## config.mk

```make
export PLATFORM = sky130hd
export DESIGN_NAME = ex_muldiv_unit
export DESIGN_NICKNAME = d
export VERILOG_FILES = /design/src/rtl/ex_muldiv_pkg.sv /design/src/rtl/ex_muldiv_unit_step.sv /design/src/rtl/ex_muldiv_unit.sv
export SDC_FILE = /design/constraint.sdc
export NUM_CORES = 1
export LEC_CHECK = 0
export BUFFER_PORTS_ARGS = -buffer_cell sky130_fd_sc_hd__buf_2
export CAP_MARGIN = 0
export CORE_MARGIN = 2
export CORE_UTILIZATION = 37
export DETAILED_ROUTE_END_ITERATION = 8
export PLACE_DENSITY_LB_ADDON = 0.12
export SYNTH_ARGS = -nofsm -noshare
export SYNTH_HDL_FRONTEND = slang
export SYNTH_SLANG_ARGS = --single-unit
export TNS_END_PERCENT = 1
```

## constraint.sdc

```tcl
create_clock -name clk -period 6.46 [get_ports clk]
set_input_delay 0.646 -clock clk [delete_from_list [all_inputs] [get_ports clk]]
set_output_delay 0.646 -clock clk [all_outputs]
set_load 0.05 [all_outputs]
```

## src/rtl/ex_muldiv_pkg.sv

```systemverilog
// Shared types for the EX-stage multiply/divide unit.
// Op encodings, FSM states, icc bit positions.
package ex_muldiv_pkg;

  typedef enum logic [2:0] {
    MD_UMUL = 3'd0,
    MD_SMUL = 3'd1,
    MD_UDIV = 3'd2,
    MD_SDIV = 3'd3
  } mdop_e;

  typedef enum logic [1:0] {
    ST_IDLE = 2'd0,
    ST_CALC = 2'd1,
    ST_DONE = 2'd2
  } mdstate_e;

  localparam int ICC_N = 3;
  localparam int ICC_Z = 2;
  localparam int ICC_V = 1;
  localparam int ICC_C = 0;

  function automatic logic is_div(mdop_e op);
    return (op == MD_UDIV) || (op == MD_SDIV);
  endfunction

endpackage

```

## src/rtl/ex_muldiv_unit_step.sv

```systemverilog
// One radix-2 iteration: shift-add for multiply,
// restoring shift-subtract for divide.
module muldiv_step #(
  parameter int XLEN = 32
) (
  input  logic            is_div,
  input  logic [XLEN-1:0] acc_i,
  input  logic [XLEN-1:0] mq_i,
  input  logic [XLEN-1:0] mcand_i,
  output logic [XLEN-1:0] acc_o,
  output logic [XLEN-1:0] mq_o
);

  logic [XLEN:0]   sum;
  logic [XLEN:0]   sel;
  logic [XLEN:0]   shl;
  logic [XLEN-1:0] diff;
  logic            borrow;

  always_comb begin
    sum    = {1'b0, acc_i} + {1'b0, mcand_i};
    sel    = mq_i[0] ? sum : {1'b0, acc_i};
    shl    = {acc_i, mq_i[XLEN-1]};
    borrow = shl < {1'b0, mcand_i};
    // partial remainder stays below the divisor, so XLEN bits suffice
    diff   = shl[XLEN-1:0] - mcand_i;
    if (is_div) begin
      acc_o = borrow ? shl[XLEN-1:0] : diff;
      mq_o  = {mq_i[XLEN-2:0], ~borrow};
    end else begin
      acc_o = sel[XLEN:1];
      mq_o  = {sel[0], mq_i[XLEN-1:1]};
    end
  end

endmodule

```

## src/rtl/ex_muldiv_unit.sv

```systemverilog
// Iterative EX-stage multiply/divide unit with
// valid/ready handshakes, flush and sign fix-up.
module ex_muldiv_unit
  import ex_muldiv_pkg::*;
#(
  parameter int XLEN = 32,
  parameter int RD_W = 5
) (
  input  logic            clk,
  input  logic            reset,
  input  logic            in_valid,
  output logic            in_ready,
  input  mdop_e           in_op,
  input  logic            in_cc,
  input  logic [XLEN-1:0] in_valA,
  input  logic [XLEN-1:0] in_valB,
  input  logic [XLEN-1:0] in_Y,
  input  logic [RD_W-1:0] in_rd,
  input  logic            flush,
  output logic            out_valid,
  input  logic            out_ready,
  output logic [XLEN-1:0] out_res,
  output logic [XLEN-1:0] out_Y,
  output logic            out_Y_write,
  output logic [3:0]      out_icc,
  output logic            out_icc_write,
  output logic [RD_W-1:0] out_rd,
  output logic            out_dz,
  output logic            busy
);

  localparam int CW = $clog2(XLEN) + 1;

  mdstate_e        state_q, state_d;
  logic [CW-1:0]   cnt_q, cnt_d;
  logic [XLEN-1:0] acc_q, acc_d;
  logic [XLEN-1:0] mq_q, mq_d;
  logic [XLEN-1:0] mcand_q, mcand_d;
  mdop_e           op_q, op_d;
  logic            cc_q, cc_d;
  logic [RD_W-1:0] rd_q, rd_d;
  logic            neg_q, neg_d;
  logic            ovf_q, ovf_d;
  logic            dz_q, dz_d;
  logic            pend_q, pend_d;

  logic [XLEN-1:0]   st_acc, st_mq;
  logic              sgn_in;
  logic [XLEN-1:0]   a_mag, b_mag, dsr;
  logic [2*XLEN-1:0] dvd, dvd_mag;

  muldiv_step #(.XLEN(XLEN)) u_step (
    .is_div (is_div(op_q)),
    .acc_i  (acc_q),
    .mq_i   (mq_q),
    .mcand_i(mcand_q),
    .acc_o  (st_acc),
    .mq_o   (st_mq)
  );

  always_comb begin
    sgn_in  = (in_op == MD_SMUL) || (in_op == MD_SDIV);
    a_mag   = (sgn_in && in_valA[XLEN-1]) ? -in_valA : in_valA;
    b_mag   = (sgn_in && in_valB[XLEN-1]) ? -in_valB : in_valB;
    dsr     = b_mag;
    dvd     = {in_Y, in_valA};
    dvd_mag = (in_op == MD_SDIV && in_Y[XLEN-1]) ? -dvd : dvd;
  end

  always_comb begin
    state_d = state_q;
    cnt_d   = cnt_q;
    acc_d   = acc_q;
    mq_d    = mq_q;
    mcand_d = mcand_q;
    op_d    = op_q;
    cc_d    = cc_q;
    rd_d    = rd_q;
    neg_d   = neg_q;
    ovf_d   = ovf_q;
    dz_d    = dz_q;
    pend_d  = pend_q;
    unique case (state_q)
      ST_IDLE: begin
        if (in_valid && !flush) begin
          op_d    = in_op;
          cc_d    = in_cc;
          rd_d    = in_rd;
          cnt_d   = '0;
          dz_d    = 1'b0;
          pend_d  = 1'b0;
          ovf_d   = 1'b0;
          state_d = ST_CALC;
          if (is_div(in_op)) begin
            acc_d   = dvd_mag[2*XLEN-1:XLEN];
            mq_d    = dvd_mag[XLEN-1:0];
            mcand_d = dsr;
            neg_d   = (in_op == MD_SDIV) &&
                      (in_Y[XLEN-1] ^ in_valB[XLEN-1]);
            // quotient cannot fit when the high half already >= divisor
            ovf_d   = dvd_mag[2*XLEN-1:XLEN] >= dsr;
            if (in_valB == '0) begin
              dz_d    = 1'b1;
              pend_d  = 1'b1;
              state_d = ST_DONE;
            end
          end else begin
            acc_d   = '0;
            mq_d    = b_mag;
            mcand_d = a_mag;
            neg_d   = (in_op == MD_SMUL) &&
                      (in_valA[XLEN-1] ^ in_valB[XLEN-1]);
          end
        end
      end
      ST_CALC: begin
        if (flush) begin
          state_d = ST_IDLE;
        end else begin
          acc_d = st_acc;
          mq_d  = st_mq;
          cnt_d = cnt_q + 1'b1;
          if (cnt_q == CW'(XLEN - 1)) state_d = ST_DONE;
        end
      end
      ST_DONE: begin
        if (flush) state_d = ST_IDLE;
        else if (pend_q) pend_d = 1'b0;
        else if (out_ready) state_d = ST_IDLE;
      end
      default: state_d = ST_IDLE;
    endcase
  end

  always_ff @(posedge clk or negedge reset) begin
    if (!reset) begin
      state_q <= ST_IDLE;
      cnt_q   <= '0;
      acc_q   <= '0;
      mq_q    <= '0;
      mcand_q <= '0;
      op_q    <= MD_UMUL;
      cc_q    <= 1'b0;
      rd_q    <= '0;
      neg_q   <= 1'b0;
      ovf_q   <= 1'b0;
      dz_q    <= 1'b0;
      pend_q  <= 1'b0;
    end else begin
      state_q <= state_d;
      cnt_q   <= cnt_d;
      acc_q   <= acc_d;
      mq_q    <= mq_d;
      mcand_q <= mcand_d;
      op_q    <= op_d;
      cc_q    <= cc_d;
      rd_q    <= rd_d;
      neg_q   <= neg_d;
      ovf_q   <= ovf_d;
      dz_q    <= dz_d;
      pend_q  <= pend_d;
    end
  end

  logic [2*XLEN-1:0] prod, prod_s;
  logic [XLEN-1:0]   q_neg, res, yv;
  logic              sat, v, ywr, vld;

  always_comb begin
    prod   = {acc_q, mq_q};
    prod_s = neg_q ? -prod : prod;
    q_neg  = -mq_q;
    sat    = ovf_q | (neg_q ? (mq_q[XLEN-1] & (|mq_q[XLEN-2:0]))
                            : mq_q[XLEN-1]);
    res    = '0;
    yv     = '0;
    v      = 1'b0;
    ywr    = 1'b0;
    unique case (1'b1)
      dz_q: res = '0;
      !dz_q && !is_div(op_q): begin
        res = prod_s[XLEN-1:0];
        yv  = prod_s[2*XLEN-1:XLEN];
        ywr = 1'b1;
      end
      !dz_q && op_q == MD_UDIV: begin
        res = ovf_q ? '1 : mq_q;
        v   = ovf_q;
      end
      !dz_q && op_q == MD_SDIV: begin
        v = sat;
        if (sat) res = neg_q ? {1'b1, {(XLEN-1){1'b0}}}
                             : {1'b0, {(XLEN-1){1'b1}}};
        else     res = neg_q ? q_neg : mq_q;
      end
      default: res = '0;
    endcase
  end

  always_comb begin
    vld           = (state_q == ST_DONE) && !pend_q && !flush;
    in_ready      = state_q == ST_IDLE;
    busy          = state_q != ST_IDLE;
    out_valid     = vld;
    out_res       = vld ? res : '0;
    out_Y         = vld ? yv : '0;
    out_Y_write   = vld & ywr;
    out_rd        = vld ? rd_q : '0;
    out_dz        = vld & dz_q;
    out_icc_write = vld & cc_q & ~dz_q;
    out_icc       = '0;
    if (vld) begin
      out_icc[ICC_N] = res[XLEN-1];
      out_icc[ICC_Z] = res == '0;
      out_icc[ICC_V] = v;
      out_icc[ICC_C] = 1'b0;
    end
  end

endmodule

```

==> qor.yml <==
cells_and_area:
  fillers: 4366
  instances_no_fill: 2870
  final_cell_mix: "237 x nand2_1, 235 x nor2_1, 197 x a21oi_1, 186 x buf_2, 171 x o21ai_0"
  final_common_cell: "nand2_1"
  nets: 2527
  final_area_um2: 17710
  area_growth_pct: 11.67
  drive_gt1_share_pct: 12.89
power:
  peakVddDrop_uv: 226.3
  power_density_nw_per_um2: 372.8
  power_uw: 6602
  p_leak_uw: 0.007779
synth:
  synth-edff-count: 0
  netlist_area_um2: 15860
  synth-seq-cells: 117
  synth_top_cell_area_share_pct: 18.46
  yosysSeqAreaShare_pct: 18.46
  ys_top_cells_by_area: "dfrtp_1 18%, ha_1 7.9%, a21oi_1 6.2%, xnor2_1 5.7%, nor2_1 5.6%"
  synth-main-ff-cell: "dfrtp_1"
  synthArstFlopShare_pct: 100.0
  synth_cell_types: 87
  synth_nets: 2442
  avgSynthCellArea_um2: 7.112
  yosysTopAreaCell: "dfrtp_1"
  yosysWarnings: 0
  netlist_instances: 2230
setup_path:
  path_max_fanout: 9
  criticalPathCategory: "flip-flop to primary output"
  cp-end-kind: "primary output"
  crit_path_start_kind: "flip-flop"
  crit_chain: "nor4_1 -> and3_1 -> nand3_1 -> or4_1 -> nor3_1 -> nand4_1 -> o31ai_1 -> xor2_1 -> nor2_1 -> buf_2"
  cp.arrival_ns: 4.77
  critPathMaxStageDelay_ns: 0.83
  cp_slowest_cell: "nor4_1"
  crit_required_ns: 5.81
detailed_routing:
  drtPass1Iterations: 6
  final_antenna_net_count: 0
  drt-total-wl_um: 69030
  vias_per_cell: 6.228
  wl_per_cell_um: 24.05
  vias: 17880
  drt_iter0_drc: 2128
  drc: 0
clock_tree:
  htreeDepth: 4
  cts_resized: 0
  clk_pin_slew_ns: 0.06
  cts_setup_buffers: 0
  insertion_delay_ns: 0.45
  cts_root_buf: "clkbuf_16"
  numClockSinks: 117
  cts_hold_buf: 0
  cts-buffers-inserted: 17
  clockBufferDepth: 2
  cts_tree: "yes"
placed_design:
  dp.cells: 2835
  detailed_place.area_um2: 17120
  portBuffers: 187
  gp_congestion: 0.9989
  hpwlAfterDp_um: 53610
floorplanning:
  core-area_um2: 42130
  die_h_um: 211.0
  dieArea_um2: 44530
  die_x_um: 211.0
  initial_core_util_pct: 37.64
  ioPinCount: 189
  rows: 75
sta:
  finalSetupTns_ns: 0
  post-route-period-util_pct: 83.90
  fmax_ghz: 0.1845
  layout_min_cycle_time_ns: 5.420
  setup-violations-final: 0
  worstMarginPinSlew_ns: 1.277
  rsz0062_at_grt: "false"
  finalHoldViolations: 0
  fin_skew_ns: 0.01502
  slew_headroom_pct: 14.57
  report.final.slew_viol_count: 0
worst_hold_path:
  hold_class: "input pin to asynchronous set/reset pin"
outcome:
  status: "finished clean"
grt:
  overflow: 0
  grt_pass1_wl_um: 103300
  grt_pass1_vias: 16610
  grt_antenna_before_repair: 9
  grt_max_degree: 68
  grt_use_total_pct: 30.56
run:
  drv_cap: 0
final timing paths:
path / start / to / slack, ns / cells past startpoint
worst min register to register: rd_q[1] / rd_q[1] / 0.47 / 2
worst max-delay path: mq_q[20] / out_Y[25] / 1.04 / 10
max in group asynchronous: reset / neg_q / 4.63 / 2
worst max register to register: mq_q[31] / acc_q[22] / 1.61 / 12
worst min-delay path: reset / rd_q[3] / 0.24 / 1
min in group clk: in_rd[2] / rd_q[2] / 0.38 / 3
power breakdown:
group / switching, uW / internal, uW / total (uW)
registers: 503 / 939 / 1440
clock network: 406 / 568 / 975
logic: 2530 / 1660 / 4190
total: 3440 / 3160 / 6600
worst max-delay path, delay by kind of cell (launching register included):
kind / cells / cell delay, ns
and+or+nand+nor: 7 / 3.07
DFF: 1 / 0.52
AOI/OAI and AO/OA: 1 / 0.35
buffers and inverters: 1 / 0.27
xor gates and xnor gates: 1 / 0.10
per-layer routing:
layer,track usage [%],vias up,part of all wire (%)
li1,-,8312,-
met1,43.79,8635,45
met2,46.86,813,44
met3,4.996,103,8.0
met4,9.228,12,2.6
met5,0,-,0.12
cells by family (layout without fill, tap and decap cells):
| family | count (synthesis) | in the layout | synth area share (%) |
|---|---|---|---|
| xor+xnor | 189 | 189 | 10.44 |
| mux | 30 | 30 | 1.933 |
| buf+inv | 240 | 338 | 5.933 |
| fa+ha+maj | 102 | 102 | 8.142 |
| other cells | 1 | 4 | 0.02365 |
| flops | 117 | 117 | 18.46 |
| simple gates | 802 | 802 | 24.36 |
| compound gates | 749 | 749 | 30.71 |
sequential cells by signal, indices dropped and copies added (netlist names):
register,flops
mq_q,32
neg_q,1
acc_q,32
ovf_q,1
dz_q,1
mcand_q,32
rd_q,5
pend_q,1
cc_q,1
state_q,2
op_q,3
cnt_q,6
stage by stage:
stage | utilization, % | worst slack, ns | hold WS (ns)
after floorplan | - | 1.815 | 0.3504
after global placement | 40.64 | 1.258 | 0.4512
after detailed placement | 40.64 | 1.256 | 0.4542
after CTS | 42.01 | 0.9900 | 0.2681
after global routing | 42.03 | 0.6814 | 0.2889
final | 42.03 | 1.040 | 0.2446
synthesized netlist by cell type (7+ instances only):
| master | number |
|---|---|
| nor2_1 | 238 |
| buf_2 | 8 |
| dfrtp_1 | 117 |
| or2_2 | 11 |
| nand4_1 | 26 |
| o31a_1 | 9 |
| o41ai_1 | 17 |
| a31oi_1 | 20 |
| nor3_1 | 62 |
| a22o_1 | 7 |
| nor4_1 | 21 |
| nand2_1 | 237 |
| a21o_1 | 59 |
| a21oi_1 | 197 |
| xor2_1 | 86 |
| mux2i_1 | 25 |
| a211o_1 | 7 |
| or3_1 | 39 |
| o221ai_1 | 8 |
| a211oi_1 | 34 |
| a221o_1 | 8 |
| o211ai_1 | 34 |
| and2_1 | 13 |
| a22oi_1 | 14 |
| nand2b_1 | 22 |
| clkbuf_1 | 131 |
| a221oi_1 | 20 |
| nand3_1 | 45 |
| or4_1 | 17 |
| o31ai_1 | 37 |
| o21a_1 | 14 |
| o22ai_1 | 22 |
| nor2b_1 | 18 |
| a21boi_0 | 7 |
| ha_1 | 100 |
| o311ai_0 | 7 |
| o21ai_0 | 171 |
| xnor2_1 | 103 |
| inv_1 | 90 |
| and3_1 | 15 |
cell type report:
class	count	area [um2]	share of cell area, %
diodes	3	7.507	0.04239
clock buffers	17	425.4	2.402
clock inverters	15	152.6	0.8619
inverters	92	345.3	1.950
multi-input cells	1873	12030	67.95
flip-flops and latches	117	2929	16.54
well taps	539	674.4	3.808
repair buffers	214	1141	6.443
Note: power is estimated with default switching activity, not from simulation.
